$ cat src/rtl/dct8_stream_if.sv
`timescale 1ns/1ps
// Sample-in / coefficient-out handshake bundle for the streaming 8-point DCT.
// The master side is the producer of samples and the consumer of coefficients.
interface dct8_stream_if #(
    parameter int unsigned DIN_W  = 8,
    parameter int unsigned DOUT_W = 12
) ();
    logic                     s_valid;
    logic                     s_ready;
    logic [DIN_W-1:0]         s_data;
    logic                     m_valid;
    logic                     m_ready;
    logic signed [DOUT_W-1:0] m_data;
    logic [2:0]               m_index;
    logic                     m_last;

    modport master (
        output s_valid, s_data, m_ready,
        input  s_ready, m_valid, m_data, m_index, m_last
    );

    modport slave (
        input  s_valid, s_data, m_ready,
        output s_ready, m_valid, m_data, m_index, m_last
    );
endinterface

$ cat src/rtl/dct8_stream.sv
`timescale 1ns/1ps
// Streaming 8-point forward DCT: gathers 8 samples, transforms them in one
// cycle into a coefficient buffer and drains y0..y7, while the next block fills.
module dct8_stream #(
    parameter int unsigned DIN_W       = 8,
    parameter int unsigned SIGNED_IN   = 0,
    parameter int unsigned LEVEL_SHIFT = 1,
    parameter int unsigned DOUT_W      = 12,
    parameter int unsigned COEF_W      = 16
) (
    input logic          clk,
    input logic          reset,
    dct8_stream_if.slave bus
);
    localparam int unsigned ACC_W = DIN_W + COEF_W + 4;

    // Q15 cos(k*pi/16)
    localparam logic signed [ACC_W-1:0] CA = ACC_W'(32'h5A82);
    localparam logic signed [ACC_W-1:0] CB = ACC_W'(32'h7D8A);
    localparam logic signed [ACC_W-1:0] CC = ACC_W'(32'h7642);
    localparam logic signed [ACC_W-1:0] CD = ACC_W'(32'h6A6E);
    localparam logic signed [ACC_W-1:0] CE = ACC_W'(32'h471D);
    localparam logic signed [ACC_W-1:0] CF = ACC_W'(32'h30FC);
    localparam logic signed [ACC_W-1:0] CG = ACC_W'(32'h18F9);

    localparam logic signed [ACC_W-1:0] ROUND   = ACC_W'(32'h8000);
    localparam logic signed [ACC_W-1:0] SAT_MAX = ACC_W'((64'sd1 <<< (DOUT_W - 1)) - 64'sd1);
    localparam logic signed [ACC_W-1:0] SAT_MIN = ~SAT_MAX;
    localparam logic signed [DIN_W:0]   SHIFT   = {2'b01, {(DIN_W - 1){1'b0}}};

    logic [3:0]               in_cnt_q, in_cnt_d, in_base;
    logic signed [DIN_W:0]    in_buf_q [8];
    logic signed [DIN_W:0]    in_buf_d [8];
    logic signed [DOUT_W-1:0] out_buf_q [8];
    logic signed [DOUT_W-1:0] out_buf_d [8];
    logic                     out_full_q, out_full_d;
    logic [2:0]               out_idx_q, out_idx_d;

    logic                     in_full, last_hs, xfer, s_hs;
    logic signed [DIN_W:0]    x_in;
    logic signed [ACC_W-1:0]  xe [8];
    logic signed [ACC_W-1:0]  t [4];
    logic signed [ACC_W-1:0]  c [4];
    logic signed [ACC_W-1:0]  acc [8];
    logic signed [ACC_W-1:0]  rnd [8];
    logic signed [DOUT_W-1:0] coef [8];

    // Condition the incoming sample to DIN_W+1 signed, optionally level-shifted.
    always_comb begin
        x_in = (SIGNED_IN != 0) ? {bus.s_data[DIN_W-1], bus.s_data} : {1'b0, bus.s_data};
        if (LEVEL_SHIFT != 0) begin
            x_in = x_in - SHIFT;
        end
    end

    // Handshake decode; a full input block moves over when the output buffer
    // is empty or its last coefficient leaves on this same edge.
    always_comb begin
        in_full = (in_cnt_q == 4'd8);
        last_hs = out_full_q && bus.m_ready && (out_idx_q == 3'd7);
        xfer    = in_full && (!out_full_q || last_hs);
        s_hs    = bus.s_valid && (!in_full || xfer);
    end

    // Butterfly and coefficient products, all at accumulator width.
    always_comb begin
        for (int i = 0; i < 8; i++) begin
            xe[i] = ACC_W'(in_buf_q[i]);
        end
        for (int i = 0; i < 4; i++) begin
            t[i] = xe[i] + xe[7-i];
            c[i] = xe[i] - xe[7-i];
        end
        acc[0] = CA * (t[0] + t[1] + t[2] + t[3]);
        acc[4] = CA * (t[0] + t[3] - t[1] - t[2]);
        acc[2] = CC * (t[0] - t[3]) + CF * (t[1] - t[2]);
        acc[6] = CF * (t[0] - t[3]) + CC * (t[2] - t[1]);
        acc[1] = CB * c[0] + CD * c[1] + CE * c[2] + CG * c[3];
        acc[3] = CD * c[0] - CG * c[1] - CB * c[2] - CE * c[3];
        acc[5] = CE * c[0] - CB * c[1] + CG * c[2] + CD * c[3];
        acc[7] = CG * c[0] - CE * c[1] + CD * c[2] - CB * c[3];
    end

    // Round to nearest (Q15 plus the 0.5 orthonormal factor) and saturate.
    always_comb begin
        for (int k = 0; k < 8; k++) begin
            rnd[k] = (acc[k] + ROUND) >>> 16;
            if (rnd[k] > SAT_MAX) begin
                coef[k] = SAT_MAX[DOUT_W-1:0];
            end else if (rnd[k] < SAT_MIN) begin
                coef[k] = SAT_MIN[DOUT_W-1:0];
            end else begin
                coef[k] = rnd[k][DOUT_W-1:0];
            end
        end
    end

    // Next state: the transfer cycle frees the input buffer, so x0 of the
    // following block lands in entry 0 on the same edge.
    always_comb begin
        in_base   = xfer ? 4'd0 : in_cnt_q;
        in_cnt_d  = in_base;
        in_buf_d  = in_buf_q;
        out_buf_d = out_buf_q;
        out_full_d = out_full_q;
        out_idx_d = out_idx_q;
        if (s_hs) begin
            in_buf_d[in_base[2:0]] = x_in;
            in_cnt_d = in_base + 4'd1;
        end
        if (xfer) begin
            out_buf_d  = coef;
            out_full_d = 1'b1;
            out_idx_d  = 3'd0;
        end else if (out_full_q && bus.m_ready) begin
            out_idx_d = out_idx_q + 3'd1;
            if (out_idx_q == 3'd7) begin
                out_full_d = 1'b0;
            end
        end
    end

    // State registers with synchronous reset.
    always_ff @(posedge clk) begin
        if (reset) begin
            in_cnt_q   <= 4'd0;
            in_buf_q   <= '{default: '0};
            out_buf_q  <= '{default: '0};
            out_full_q <= 1'b0;
            out_idx_q  <= 3'd0;
        end else begin
            in_cnt_q   <= in_cnt_d;
            in_buf_q   <= in_buf_d;
            out_buf_q  <= out_buf_d;
            out_full_q <= out_full_d;
            out_idx_q  <= out_idx_d;
        end
    end

    // Output drive straight from the registered buffer and index.
    always_comb begin
        bus.s_ready = !in_full || xfer;
        bus.m_valid = out_full_q;
        bus.m_data  = out_buf_q[out_idx_q];
        bus.m_index = out_idx_q;
        bus.m_last  = (out_idx_q == 3'd7);
    end
endmodule

$ cat src/flat_wrapper.sv
// flat-port wrapper written by rule: the top's interface ports become plain ports
module dct8_stream_flat 
#(
    parameter int unsigned DIN_W       = 8,
    parameter int unsigned SIGNED_IN   = 0,
    parameter int unsigned LEVEL_SHIFT = 1,
    parameter int unsigned DOUT_W      = 12,
    parameter int unsigned COEF_W      = 16
)
  (clk, reset, bus_s_valid, bus_s_data, bus_m_ready, bus_s_ready, bus_m_valid, bus_m_data, bus_m_index, bus_m_last);
  dct8_stream_if #(.DIN_W(DIN_W), .DOUT_W(DOUT_W)) bus_i ();
  input logic clk;
  input logic reset;
  input wire logic [$bits(bus_i.s_valid)-1:0] bus_s_valid;
  input wire logic [$bits(bus_i.s_data)-1:0] bus_s_data;
  input wire logic [$bits(bus_i.m_ready)-1:0] bus_m_ready;
  output wire logic [$bits(bus_i.s_ready)-1:0] bus_s_ready;
  output wire logic [$bits(bus_i.m_valid)-1:0] bus_m_valid;
  output wire logic [$bits(bus_i.m_data)-1:0] bus_m_data;
  output wire logic [$bits(bus_i.m_index)-1:0] bus_m_index;
  output wire logic [$bits(bus_i.m_last)-1:0] bus_m_last;
  assign bus_i.s_valid = bus_s_valid;
  assign bus_i.s_data = bus_s_data;
  assign bus_i.m_ready = bus_m_ready;
  assign bus_s_ready = bus_i.s_ready;
  assign bus_m_valid = bus_i.m_valid;
  assign bus_m_data = bus_i.m_data;
  assign bus_m_index = bus_i.m_index;
  assign bus_m_last = bus_i.m_last;
  dct8_stream #(.DIN_W(DIN_W), .SIGNED_IN(SIGNED_IN), .LEVEL_SHIFT(LEVEL_SHIFT), .DOUT_W(DOUT_W), .COEF_W(COEF_W)) u_core (.clk(clk), .reset(reset), .bus(bus_i));
endmodule
$ cat config.mk
export PLATFORM = sky130hd
export DESIGN_NAME = dct8_stream_flat
export DESIGN_NICKNAME = d
export VERILOG_FILES = /design/src/rtl/dct8_stream_if.sv /design/src/rtl/dct8_stream.sv /design/src/flat_wrapper.sv
export SDC_FILE = /design/constraint.sdc
export NUM_CORES = 2
export LEC_CHECK = 0
export ABC_AREA = 1
export CORE_ASPECT_RATIO = 0.7
export CORE_MARGIN = 2
export CORE_UTILIZATION = 40
export DETAILED_ROUTE_END_ITERATION = 8
export PLACE_DENSITY_LB_ADDON = 0.08
export SETUP_SLACK_MARGIN = 0.5
export SYNTH_ARGS = -nofsm -noshare
export SYNTH_HDL_FRONTEND = slang
export SYNTH_SLANG_ARGS = --single-unit
$ cat constraint.sdc
create_clock -name clk -period 14.7 [get_ports clk]
set_input_delay 2.94 -clock clk [delete_from_list [all_inputs] [get_ports clk]]
set_output_delay 2.94 -clock clk [all_outputs]
set_load 0.01 [all_outputs]
==> results.tsv <==
stage	metric	value	unit
setup_path	critical_path.max_stage_delay	1.18	ns
yosys	netlist_instances	9896	
yosys	synth-compound-area-share	8.16	%
sta	hold_slack	0.450	ns
layout	fillers	21500	
floorplan	fp.dieW	558	µm
sta	period_minus_slack	13.07	ns
yosys	synth-seq-cells	168	
yosys	muxShareOfSynthArea	0	%
global_route	grt_pass1_vias	66600	
yosys	synth_xor_area_share	4.05	%
layout	drive_above_1_share	2.51	%
floorplan	ios	30	
yosys	ys_types	62	
routing	vias	66400	
placement	gp_congestion	1.03	
layout	design_area	91200	µm²
setup_path	cpMaxStageDelayCell	o21ai_0	
sta	fmax	0.0765	GHz
min_path	hold_path.class	register to register	
placement	placed_area	90500	µm²
global_route	grt.busiest_layer	met1	
yosys	synth_top_family_by_area	adder cells	
sta	setup_tns	0	ns
global_route	grt_start_max_net_pins	63	
routing	ant_nets	0	
routing	drt_iter0_markers	6457	
routing	routed_wl	323000	µm
placement	port_buffers	29	
run_status	outcome	finished with violations	
yosys	synthAdderAreaFrac	62.5	%
cts	htreeDepth	4	
yosys	syn_area	85900	µm²
setup_path	critPathArrivalTime	13.49	ns
setup_path	cp_common_cell	inv_1	
layout	register_area	3360	µm²
yosys	yosys.area_share.simple	8.82	%
cts	clkLatencyLatePin	0.55	ns
setup_path	required	15.12	ns
cts	cts.repair.resized	0	
cts	cts_buffers	25	
setup_path	critPathMaxFanout	6	
setup_path	crit_type	register to register	
layout	syn_to_final_growth	6.22	%
cts	clock_path_buffers	3	
yosys	post_synth.cell_area_avg	8.68	µm²
cts	cts_setup_buffers	0	
global_route	met3_usage	11.4	%
floorplan	row_count	142	
cts	root_buffer	clkbuf_16	
sta	finalHoldViolations	0	
placement	dpl.hpwl	292000	µm
routing	drc	0	
layout	multiInputGateArea	71900	µm²
global_route	antenna_found_initial	17	
floorplan	dieArea	218000	µm²
cts	holdBufCountCts	0	
run_status	violations	max-capacitance violations, max-slew violations	
global_route	grt_pass1_wl	470000	µm
yosys	ys_warn_count	0	
layout	final_nets	13400	
cts	cts_tree	yes	
sta	drv_slew	5	
sta	rsz0062_at_grt	false	
sta	setup_viol	0	
routing	dr.pass1.iters	7	
cts	clock-sinks	168	
global_route	met1_usage	49.0	%
floorplan	die_h	392	µm
yosys	synthesis.nets	13300	
floorplan	coreArea	214000	µm²
setup_path	endpoint_kind	register	
setup_path	critPathLaunchType	register	
global_route	grt_overflow	0	
cts	path_clk_slew	0.07	ns
yosys	seq_area_frac_synth	3.92	%
sta	min_period_over_period	88.9	%
sta	max-slew-margin-rel	-10.0	%
routing	routedWlPerCell	25.1	µm
floorplan	start_util	40.2	%
global_route	use_met2	37.0	%
routing	vias_per_cell	5.15	
sta	skew	0.0278	ns
global_route	gr-usage-all-layers	30.1	%
flow_run	drv_cap	2	
sta	worst_slew_pin_slew	1.63	ns
layout	utilization	42.7	%
worst max-delay path: cells and delay by family, from the launching register on:
kind	cells	cell delay (ns)
compound gates	8	2.56
fa+ha+maj	15	6.38
buf+inv	10	1.30
simple gates	11	1.25
flops	1	0.34
xor+xnor	2	1.07
layout make-up:
class | count | area share (%)
Antenna cell | 5 | 0.0137
Inverter | 2788 | 11.5
Sequential cell | 168 | 3.69
Clock buffer | 27 | 0.716
Clock inverter | 6 | 0.0933
Multi-Input combinational cell | 6868 | 78.8
Timing Repair Buffer | 144 | 1.28
Tap cell | 2880 | 3.95
cells in the final DEF (no fill, tap or decap), types with 9 or more instances in the layout:
cell | Yosys | final
o21ai_0 | 400 | 393
nand3_1 | 257 | 257
fa_1 | 1479 | 1478
ha_1 | 1925 | 1925
buf_4 | 3 | 113
nand2_2 | 17 | 17
clkbuf_16 | 0 | 25
xor2_1 | 247 | 238
nor2_2 | 9 | 10
nand4_1 | 57 | 57
xnor2_1 | 146 | 145
inv_1 | 2780 | 2778
nor3_1 | 49 | 49
and2_1 | 9 | 9
clkdlybuf4s50_1 | 0 | 29
a31oi_1 | 39 | 39
a211oi_1 | 13 | 13
o31ai_1 | 13 | 13
nand3b_1 | 21 | 21
dfxtp_1 | 168 | 167
o22ai_1 | 11 | 11
o211ai_1 | 21 | 21
nor2_1 | 280 | 278
nand2_1 | 1037 | 1037
nor4_1 | 11 | 11
or2_2 | 28 | 28
xor2_2 | 2 | 11
a21oi_1 | 636 | 635
a21o_1 | 31 | 31
o21ai_1 | 13 | 19
o21bai_1 | 40 | 40
metrics by stage:
| stage | instances | worst slack [ns] |
|---|---|---|
| 5_1_grt | 12900 | 1.03 |
| 2_1_floorplan | 9896 | 3.82 |
| 3_5_place_dp | 12800 | 1.73 |
| 4_1_cts | 12900 | 1.68 |
| 6_report | 12900 | 1.63 |
| 3_3_place_gp | 12800 | 2.04 |
worst paths after layout:
path	start	end	slack [ns]	cells past startpoint
worst max-delay path	u_core.in_buf_q[63]$_SDFFE_PP0P_	u_core.out_buf_q[57]$_SDFFE_PP0P_	1.63	46
worst min-delay path	u_core.out_buf_q[61]$_SDFFE_PP0P_	u_core.out_buf_q[61]$_SDFFE_PP0P_	0.45	2
worst max register to register	u_core.in_buf_q[63]$_SDFFE_PP0P_	u_core.out_buf_q[57]$_SDFFE_PP0P_	1.63	46
worst min register to register	u_core.out_buf_q[61]$_SDFFE_PP0P_	u_core.out_buf_q[61]$_SDFFE_PP0P_	0.45	2
synthesized netlist by cell type, drive strengths merged:
cell	instances	share of area (%)
a211oi	13	0.11
o21a	7	0.061
nor4b	1	0.010
nor2	289	1.3
o221ai	8	0.082
a21boi	7	0.061
xor2	249	2.6
a221oi	9	0.11
o311ai	2	0.020
o21bai	42	0.38
clkbuf	61	0.27
o31ai	13	0.11
ha	1925	28
o22ai	11	0.080
or2	33	0.24
buf	11	0.079
nand3	259	1.5
o21ai	416	2.4
a31o	7	0.071
dfxtp	168	3.9
xnor2	146	1.5
o2111ai	3	0.031
and2	10	0.076
a2111oi	3	0.031
nand3b	21	0.18
fa	1479	34
o41ai	2	0.020
a21oi	636	3.7
nand4	58	0.43
nor3b	2	0.017
o21ba	1	0.012
a31oi	39	0.28
a22o	1	0.010
o32ai	1	0.010
a21o	31	0.27
a211o	3	0.031
nor3	50	0.30
a221o	4	0.047
inv	2788	12
nand2	1055	4.7
nor4	11	0.080
o211ai	21	0.18
registers in the layout, summed over array words and instances, names as in the netlist:
name	flops
u_core.out_buf_q	96
u_core.in_buf_q	64
u_core.in_cnt_q	4
u_core.bus.m_index	3
u_core.bus.m_valid	1
layer usage:
| metal | up-vias | wire, µm |
|---|---|---|
| met4 | 8 | 3000 |
| li1 | 31000 | - |
| met2 | 2149 | 113000 |
| met1 | 33100 | 169000 |
| met5 | - | 412 |
| met3 | 139 | 38300 |
cell families after synthesis:
kind of cell,Yosys count
compound gates,1280
flops,168
buf+inv,2860
xor+xnor,395
simple gates,1789
fa+ha+maj,3404
Power is left out: the tool's default activity adds up to more than one toggle a clock period on the data nets, which glitch-free logic cannot reach.
